**config.mk**
```make
export PLATFORM = sky130hd
export DESIGN_NAME = bitwise_result_fifo_flat
export DESIGN_NICKNAME = d
export VERILOG_FILES = /design/src/rtl/bitwise_result_fifo_if.sv /design/src/rtl/bitwise_result_fifo.sv /design/src/flat_wrapper.sv
export SDC_FILE = /design/constraint.sdc
export NUM_CORES = 1
export LEC_CHECK = 0
export ABC_AREA = 1
export CORE_ASPECT_RATIO = 0.75
export CORE_MARGIN = 5
export CORE_UTILIZATION = 40
export CTS_BUF_LIST = sky130_fd_sc_hd__clkbuf_8
export DETAILED_ROUTE_END_ITERATION = 10
export PLACE_DENSITY = 0.77
export SETUP_SLACK_MARGIN = 0.5
export SYNTH_ARGS = -nofsm -noshare
export SYNTH_HDL_FRONTEND = slang
export SYNTH_SLANG_ARGS = --single-unit
```
**constraint.sdc**
```tcl
create_clock -name clk_in -period 2.4 [get_ports clk_in]
set_input_delay 0.48 -clock clk_in [delete_from_list [all_inputs] [get_ports clk_in]]
set_output_delay 0.48 -clock clk_in [all_outputs]
set_load 0.05 [all_outputs]
```
**src/rtl/bitwise_result_fifo_if.sv**
```systemverilog
// Handshake bundle between the 4-bit logic unit, the result FIFO and its consumer.
// The slave side is the FIFO; the master side is whoever drives the upstream results.
interface bitwise_result_fifo_if #(
    parameter int WIDTH = 4,
    parameter int DEPTH = 4
);
    logic [WIDTH-1:0]         y0_in;
    logic [WIDTH-1:0]         y1_in;
    logic [WIDTH-1:0]         y2_in;
    logic [WIDTH-1:0]         y3_in;
    logic [WIDTH-1:0]         y4_in;
    logic [WIDTH-1:0]         y5_in;
    logic [WIDTH-1:0]         y6_in;
    logic [2:0]               op_sel_in;
    logic                     in_valid_in;
    logic                     in_ready_out;
    logic [WIDTH-1:0]         res_out;
    logic [2:0]               op_out;
    logic                     zero_out;
    logic                     parity_out;
    logic                     out_valid_out;
    logic                     out_ready_in;
    logic [$clog2(DEPTH):0]   count_out;
    logic                     err_out;

    modport slave (
        input  y0_in, y1_in, y2_in, y3_in, y4_in, y5_in, y6_in,
        input  op_sel_in, in_valid_in, out_ready_in,
        output in_ready_out, res_out, op_out, zero_out, parity_out,
        output out_valid_out, count_out, err_out
    );

    modport master (
        output y0_in, y1_in, y2_in, y3_in, y4_in, y5_in, y6_in,
        output op_sel_in, in_valid_in, out_ready_in,
        input  in_ready_out, res_out, op_out, zero_out, parity_out,
        input  out_valid_out, count_out, err_out
    );
endinterface

```
**src/rtl/bitwise_result_fifo.sv**
```systemverilog
// Selects one of seven bitwise results by op code and buffers {op, result} in a
// first-word fall-through FIFO; op code 7 is swallowed and latches a sticky error.
module bitwise_result_fifo #(
    parameter int WIDTH = 4,
    parameter int DEPTH = 4
) (
    input logic                    clk_in,
    input logic                    rst_n_in,
    bitwise_result_fifo_if.slave   bus
);
    localparam int AW = $clog2(DEPTH);
    localparam int CW = AW + 1;
    localparam int EW = WIDTH + 3;

    logic [EW-1:0]    mem [DEPTH];
    logic [AW-1:0]    wr_ptr;
    logic [AW-1:0]    rd_ptr;
    logic [CW-1:0]    count;
    logic             err;
    logic [WIDTH-1:0] sel_res;
    logic [EW-1:0]    head;
    logic             in_ready;
    logic             out_valid;
    logic             push_any;
    logic             push_ok;
    logic             pop;

    always_comb begin
        sel_res = '0;
        case (bus.op_sel_in)
            3'd0:    sel_res = bus.y0_in;
            3'd1:    sel_res = bus.y1_in;
            3'd2:    sel_res = bus.y2_in;
            3'd3:    sel_res = bus.y3_in;
            3'd4:    sel_res = bus.y4_in;
            3'd5:    sel_res = bus.y5_in;
            3'd6:    sel_res = bus.y6_in;
            default: sel_res = '0;
        endcase
    end

    // Ready depends only on occupancy, so nothing on the output side reaches upstream combinationally.
    assign in_ready  = (count < CW'(DEPTH));
    assign out_valid = (count != '0);
    assign push_any  = bus.in_valid_in && in_ready;
    assign push_ok   = push_any && (bus.op_sel_in != 3'd7);
    assign pop       = out_valid && bus.out_ready_in;

    always_ff @(posedge clk_in) begin
        if (push_ok) begin
            mem[wr_ptr] <= {bus.op_sel_in, sel_res};
        end
    end

    // Power-of-two depth lets the pointers wrap by plain overflow.
    always_ff @(posedge clk_in or negedge rst_n_in) begin
        if (!rst_n_in) begin
            wr_ptr <= '0;
            rd_ptr <= '0;
            count  <= '0;
            err    <= 1'b0;
        end else begin
            if (push_ok) begin
                wr_ptr <= wr_ptr + AW'(1);
            end
            if (pop) begin
                rd_ptr <= rd_ptr + AW'(1);
            end
            case ({push_ok, pop})
                2'b10:   count <= count + CW'(1);
                2'b01:   count <= count - CW'(1);
                default: count <= count;
            endcase
            if (push_any && (bus.op_sel_in == 3'd7)) begin
                err <= 1'b1;
            end
        end
    end

    assign head             = mem[rd_ptr];
    assign bus.res_out      = out_valid ? head[WIDTH-1:0] : '0;
    assign bus.op_out       = out_valid ? head[EW-1:WIDTH] : 3'd0;
    assign bus.zero_out     = (bus.res_out == '0) && out_valid;
    assign bus.parity_out   = ^bus.res_out;
    assign bus.in_ready_out = in_ready;
    assign bus.out_valid_out = out_valid;
    assign bus.count_out    = count;
    assign bus.err_out      = err;
endmodule

```
**src/flat_wrapper.sv**
```systemverilog
// flat-port wrapper written by rule: the top's interface ports become plain ports
module bitwise_result_fifo_flat 
#(
    parameter int WIDTH = 4,
    parameter int DEPTH = 4
)
  (clk_in, rst_n_in, bus_y0_in, bus_y1_in, bus_y2_in, bus_y3_in, bus_y4_in, bus_y5_in, bus_y6_in, bus_op_sel_in, bus_in_valid_in, bus_out_ready_in, bus_in_ready_out, bus_res_out, bus_op_out, bus_zero_out, bus_parity_out, bus_out_valid_out, bus_count_out, bus_err_out);
  bitwise_result_fifo_if #(.WIDTH(WIDTH), .DEPTH(DEPTH)) bus_i ();
  input logic clk_in;
  input logic rst_n_in;
  input wire logic [$bits(bus_i.y0_in)-1:0] bus_y0_in;
  input wire logic [$bits(bus_i.y1_in)-1:0] bus_y1_in;
  input wire logic [$bits(bus_i.y2_in)-1:0] bus_y2_in;
  input wire logic [$bits(bus_i.y3_in)-1:0] bus_y3_in;
  input wire logic [$bits(bus_i.y4_in)-1:0] bus_y4_in;
  input wire logic [$bits(bus_i.y5_in)-1:0] bus_y5_in;
  input wire logic [$bits(bus_i.y6_in)-1:0] bus_y6_in;
  input wire logic [$bits(bus_i.op_sel_in)-1:0] bus_op_sel_in;
  input wire logic [$bits(bus_i.in_valid_in)-1:0] bus_in_valid_in;
  input wire logic [$bits(bus_i.out_ready_in)-1:0] bus_out_ready_in;
  output wire logic [$bits(bus_i.in_ready_out)-1:0] bus_in_ready_out;
  output wire logic [$bits(bus_i.res_out)-1:0] bus_res_out;
  output wire logic [$bits(bus_i.op_out)-1:0] bus_op_out;
  output wire logic [$bits(bus_i.zero_out)-1:0] bus_zero_out;
  output wire logic [$bits(bus_i.parity_out)-1:0] bus_parity_out;
  output wire logic [$bits(bus_i.out_valid_out)-1:0] bus_out_valid_out;
  output wire logic [$bits(bus_i.count_out)-1:0] bus_count_out;
  output wire logic [$bits(bus_i.err_out)-1:0] bus_err_out;
  assign bus_i.y0_in = bus_y0_in;
  assign bus_i.y1_in = bus_y1_in;
  assign bus_i.y2_in = bus_y2_in;
  assign bus_i.y3_in = bus_y3_in;
  assign bus_i.y4_in = bus_y4_in;
  assign bus_i.y5_in = bus_y5_in;
  assign bus_i.y6_in = bus_y6_in;
  assign bus_i.op_sel_in = bus_op_sel_in;
  assign bus_i.in_valid_in = bus_in_valid_in;
  assign bus_i.out_ready_in = bus_out_ready_in;
  assign bus_in_ready_out = bus_i.in_ready_out;
  assign bus_res_out = bus_i.res_out;
  assign bus_op_out = bus_i.op_out;
  assign bus_zero_out = bus_i.zero_out;
  assign bus_parity_out = bus_i.parity_out;
  assign bus_out_valid_out = bus_i.out_valid_out;
  assign bus_count_out = bus_i.count_out;
  assign bus_err_out = bus_i.err_out;
  bitwise_result_fifo #(.WIDTH(WIDTH), .DEPTH(DEPTH)) u_core (.clk_in(clk_in), .rst_n_in(rst_n_in), .bus(bus_i));
endmodule
```
Word level (Yosys, flattened, before mapping)
Memory sizes are Yosys's and may differ from the RTL's.
Cells that the tools add are included.
- memory bits (writable): 28
- memories kept: 1
- word-level logic and storage cells: 36
- bits in registers: 8
- input port bits: 35
- output and inout bits: 15
- magnitude comparators: 1
- add/sub/neg operators: 4
- muxes and demuxes: 6
- eq/ne operators: 10
- reduce and logical (&&, ||, !) cells: 10
- memories (memory ; depth ; width ; read ports ; clocked after memory_dff ; wr ports ; RTL line ; source):
    u_core.mem ; 4 ; 7 ; 1 ; 0 ; 1 ; bitwise_result_fifo.sv:15 ; logic [EW-1:0] mem [DEPTH];
- operators with widths (cell ; count):
    case mux 4 bit (7 select lines) ; 1
    == test 3 bit, second input constant ; 4
    == test 3 x 2 -> 1 bit, second input constant ; 2
    case mux 3 bit (2 select lines) ; 1
    logical AND 1 bit ; 5
    adder 2 x 1 -> 2 bit, second input constant ; 2
    logical NOT 4 bit ; 1
    2-to-1 mux 4 bit ; 1
    XOR reduction 4 bit ; 1
    adder 3 x 1 -> 3 bit, second input constant ; 1
    == test 3 x 1 -> 1 bit, second input constant ; 1
    logical NOT 3 bit ; 1
    less-than comparator 3 bit, second input constant ; 1
    2-to-1 mux 3 bit ; 1
    inequality test 3 bit, second input constant ; 1
    nonzero test 3 bit ; 1
    subtractor 3 x 1 -> 3 bit, second input constant ; 1
    == test 2 x 1 -> 1 bit, second input constant ; 1
    == test 2 bit, second input constant ; 1
    2-to-1 mux 1 bit ; 2
    nonzero test 2 bit ; 1

Longest topological paths before layout
- word-level depth: 5
- mapped depth: 11
- gate-level depth less buffers: 11

Worst setup path after synthesis
OpenSTA, ideal clock, no wires.
- path kind: flip-flop to output port
- from: register u_core.count[2] (netlist: u_core.bus.count_out[2])
- to: output port bus_parity_out
- stages on the path, launching flop included: 6
- path slack: -0.518 ns
- data arrival time: 2.438 ns
- path through: dfrtp_1 > inv_2 > nand3_2 > nand2_1 > ha_1 > xor2_1
- longest elaborated chain between the ends: 3
- ends and longest elaborated chain (what ; RTL line ; source):
    start, declared ; bitwise_result_fifo.sv:18 ; logic [CW-1:0] count;
    start signal, assigned ; bitwise_result_fifo.sv:70 ; 2'b10: count <= count + CW'(1);
    start signal, assigned ; bitwise_result_fifo.sv:71 ; 2'b01: count <= count - CW'(1);
    start signal, assigned ; bitwise_result_fifo.sv:72 ; default: count <= count;
    nonzero test 3 bit ; bitwise_result_fifo.sv:44 ; assign out_valid = (count != '0);
    net bus_out_valid_out ; flat_wrapper.sv:26 ; output wire logic [$bits(bus_i.out_valid_out)-1:0] bus_out_valid_out;
    2-to-1 mux 4 bit ; bitwise_result_fifo.sv:81 ; assign bus.res_out = out_valid ? head[WIDTH-1:0] : '0;
    XOR reduction 4 bit ; bitwise_result_fifo.sv:84 ; assign bus.parity_out = ^bus.res_out;
    end, declared ; flat_wrapper.sv:25 ; output wire logic [$bits(bus_i.parity_out)-1:0] bus_parity_out;
The timed path passes the listed nets, and every way through them passes these cells.

Worst setup path in the final report
- from: register u_core.rd_ptr[0]
- to: output port bus_parity_out
- longest elaborated chain between the ends: 3
- ends and longest elaborated chain (what ; RTL line ; source):
    start, declared ; bitwise_result_fifo.sv:17 ; logic [AW-1:0] rd_ptr;
    start signal, assigned ; bitwise_result_fifo.sv:67 ; rd_ptr <= rd_ptr + AW'(1);
    memory read (4 x 7 bit) ; n/a ;
    2-to-1 mux 4 bit ; bitwise_result_fifo.sv:81 ;
    XOR reduction 4 bit ; bitwise_result_fifo.sv:84 ;
Every way passes these cells.

==> impl_metrics.ini <==
[critical_path]
endpoint_kind = output pin
critPathLaunch = u_core.rd_ptr[0]
worstSetupPathType = reg2out
crit_fanout = 5
cp.arrival_ns = 1.93
ff2ff_path_depth = 8
rr_endpoint = u_core.bus.count_out[1]
rrSetupSlack_ns = 0.48
worstSetupStartpointType = register
reg2reg_from = u_core.bus.count_out[0]
cp.required_ns = 1.92
worstSetupEndpoint = bus_parity_out

[drt]
postRouteWirelength_um = 5180
wl_met1_um = 2230
wl_met2_um = 2560
wire_per_inst_um = 13.7
dr_total_vias = 1824
drc = 0
viasPerCell = 4.84
first_pass_iters = 6
first_iter_violations = 58
wl_met3_um = 304
dr.max_layer_used = met4
ant_nets = 0

[power_and_ir_drop]
swShare_pct = 44.0
p_int_mw = 2.84
clkPwrFrac_pct = 10.0
switching_power_mw = 2.24
ir_drop_mv = 0.772
power.density_mw_per_mm2 = 1540
power_frac_comb_pct = 71.7
power_leakage_nw = 1.44
seq_power_share_pct = 18.3

[clock_network]
clockBufferDepth = 2
cts_tree = built
cts_made_buffers = 5
path_clk_slew_ns = 0.07
clkLatencyLatePin_ns = 0.29
cts_root_buf = clkbuf_8
cts.sinks = 36
h-tree-depth = 2
cts_hold_buf = 0

[cells_and_area]
most-common-layout-cells = nand2_1, buf_4, clkdlybuf4s50_1, edfxtp_1, nor2_1
diodes = 0
finalNonFillerCells = 377
syn_to_final_growth_pct = 66.0
layout_commonest_cell = nand2_1
final_layout_size_suffix_gt1_share_pct = 36.3
fin_nets = 359

[global_routing]
grt-ovfl-total = 0
grt_pass1_wl_um = 8170
grt_pass1_vias = 1799
grt_max_degree = 19
antenna_found_initial = 0
grt_util_all_layers_pct = 15.8

[sta]
worst_slew_pin_slew_ns = 0.496
layout_setup_ws_ns = -0.00809
hold_violations = 0
fin_crit_sh_pct = 100
fmaxAchievable_mhz = 415
setup_violations = 1
skew_ns = 0.00863
finalMaxSlewViolations = 0
rsz0062_at_grt = yes
timing.slew.headroom_pct = 67.1
period_minus_slack_ns = 2.41

[synthesis]
syn-num-nets = 265
synthesis.area_sq_mm = 0.00199
syn_area_per_cell_sq_um = 8.98
ys_seq_area_share_pct = 52.2
yosysWarnings = 0
synth.distinct_cells = 26
synth_seq_cells = 36
netlist_instances = 222

[outcome]
violations = setup timing
run_status = complete, but fails checks

[placement]
dp_hpwl_um = 3320
pre_cts_ws_ns = 0.0895
port_buffers = 49
place.gp.congestion = 0.822
place_inst = 332

[floorplanning]
die_area_sq_mm = 0.00651
rows = 22
die_w_um = 91.5
core_area_sq_mm = 0.00487
initial_core_util_pct = 40.9
ios = 50
die_h_um = 71.1

[min_path]
holdCritPathClass = in2async

[job]
maxCapViolCount = 0
-- cell families (layout without fill, tap and decap cells) --
logic type               count (synthesis)  in the layout  synth area share [%]
buffers and inverters                   31            126                  7.66
flip-flops                              36             36                  52.2
XOR/XNOR                                 6              6                  3.01
AO/OA/AOI/OAI                           18             18                  4.83
adder cells (fa/ha/maj)                  8              8                  5.40
AND/OR/NAND/NOR                        123            123                  26.9
-- through the flow --
stage	setup TNS, ns	area, sq um	total power [mW]	hold WS (ns)	util (%)
2_1_floorplan	0	2110	2.81	0.184	-
3_3_place_gp	0	2770	3.81	0.481	56.8
3_5_place_dp	0	2770	3.86	0.471	56.8
4_1_cts	0	3200	4.87	0.485	65.7
5_1_grt	-0.119	3310	5.32	0.509	67.9
6_report	-0.00809	3310	5.08	0.480	67.9
-- area by class of cell --
type / count / area, sq um
multi-input cells: 155 / 1010
fillers: 356 / 1560
clock buffers: 5 / 68.8
flip-flops and latches: 36 / 1050
clock inverters: 3 / 37.5
well taps: 60 / 75.1
repair buffers: 95 / 968
inverters: 23 / 103
-- power by group through the flow --
stage	registers, mW	logic (mW)	clock network [mW]
final	0.931	3.64	0.507
after global placement	0.931	2.88	0
after CTS	0.923	3.43	0.516
after detailed placement	0.936	2.93	0
after global routing	0.949	3.83	0.546
after floorplan	1.02	1.79	0
-- synthesized netlist by cell type --
library cell | n | area, sq um
a21oi_2 | 1 | 8.76
ha_1 | 7 | 87.6
xnor2_1 | 2 | 17.5
nand4_1 | 16 | 100
nor2_2 | 1 | 6.26
buf_2 | 3 | 15.0
nand2_4 | 1 | 11.3
fa_1 | 1 | 20.0
a21oi_1 | 7 | 35.0
nand2_1 | 59 | 221
dfrtp_1 | 8 | 200
xor2_1 | 3 | 26.3
xor2_2 | 1 | 16.3
o21ai_1 | 8 | 40.0
inv_4 | 1 | 6.26
o21bai_1 | 1 | 7.51
buf_4 | 2 | 15.0
nor2_1 | 33 | 124
nand3b_1 | 1 | 7.51
edfxtp_1 | 28 | 841
o21ai_0 | 1 | 5.00
inv_1 | 17 | 63.8
nand3_1 | 11 | 55.1
buf_6 | 3 | 33.8
inv_2 | 5 | 18.8
nand3_2 | 1 | 10.0
-- worst min-delay path by stage --
| stage | startpoint | to | slack [ns] | depth (start not counted) |
|---|---|---|---|---|
| 6_report | rst_n_in | u_core.bus.err_out | 0.48 | 1 |
| 5_1_grt | rst_n_in | u_core.bus.err_out | 0.51 | 1 |
| 4_1_cts | rst_n_in | u_core.bus.err_out | 0.48 | 1 |
| 3_5_place_dp | u_core.bus.err_out | u_core.bus.err_out | 0.47 | 1 |
| 3_3_place_gp | u_core.bus.count_out[0] | u_core.bus.count_out[0] | 0.48 | 1 |
| 2_1_floorplan | rst_n_in | u_core.bus.count_out[0] | 0.18 | 0 |
-- what timing repair did --
item | in CTS | in global routing
cloned | 0 | 0
pin swaps | 28 | 13
setup endpoints to repair | 16 | 12
setup buffers | 30 | 7
gates resized for setup | 35 | 18
-- flip-flops by register name, summed over array words and instances, names as in the netlist --
register              count
u_core.bus.err_out        1
u_core.bus.count_out      3
u_core.mem               28
u_core.wr_ptr             2
u_core.rd_ptr             2
-- metal layers --
| layer | up-vias | GRT usage (%) |
|---|---|---|
| met2 | 73 | 27.3 |
| met1 | 816 | 18.8 |
| met4 | 0 | 5.69 |
| met5 | - | 0 |
| li1 | 925 | - |
| met3 | 10 | 4.57 |
-- worst max-delay path, stage by stage (launching register included) --
cell and delay, ns:
dfrtp_2 0.48, buf_6 0.15, nor2_2 0.09, nor2_1 0.05
o21ai_1 0.14, nand2_1 0.10, nand2_2 0.08, ha_4 0.22
xor2_4 0.18, buf_12 0.15
(Power assumes the default switching activity.)
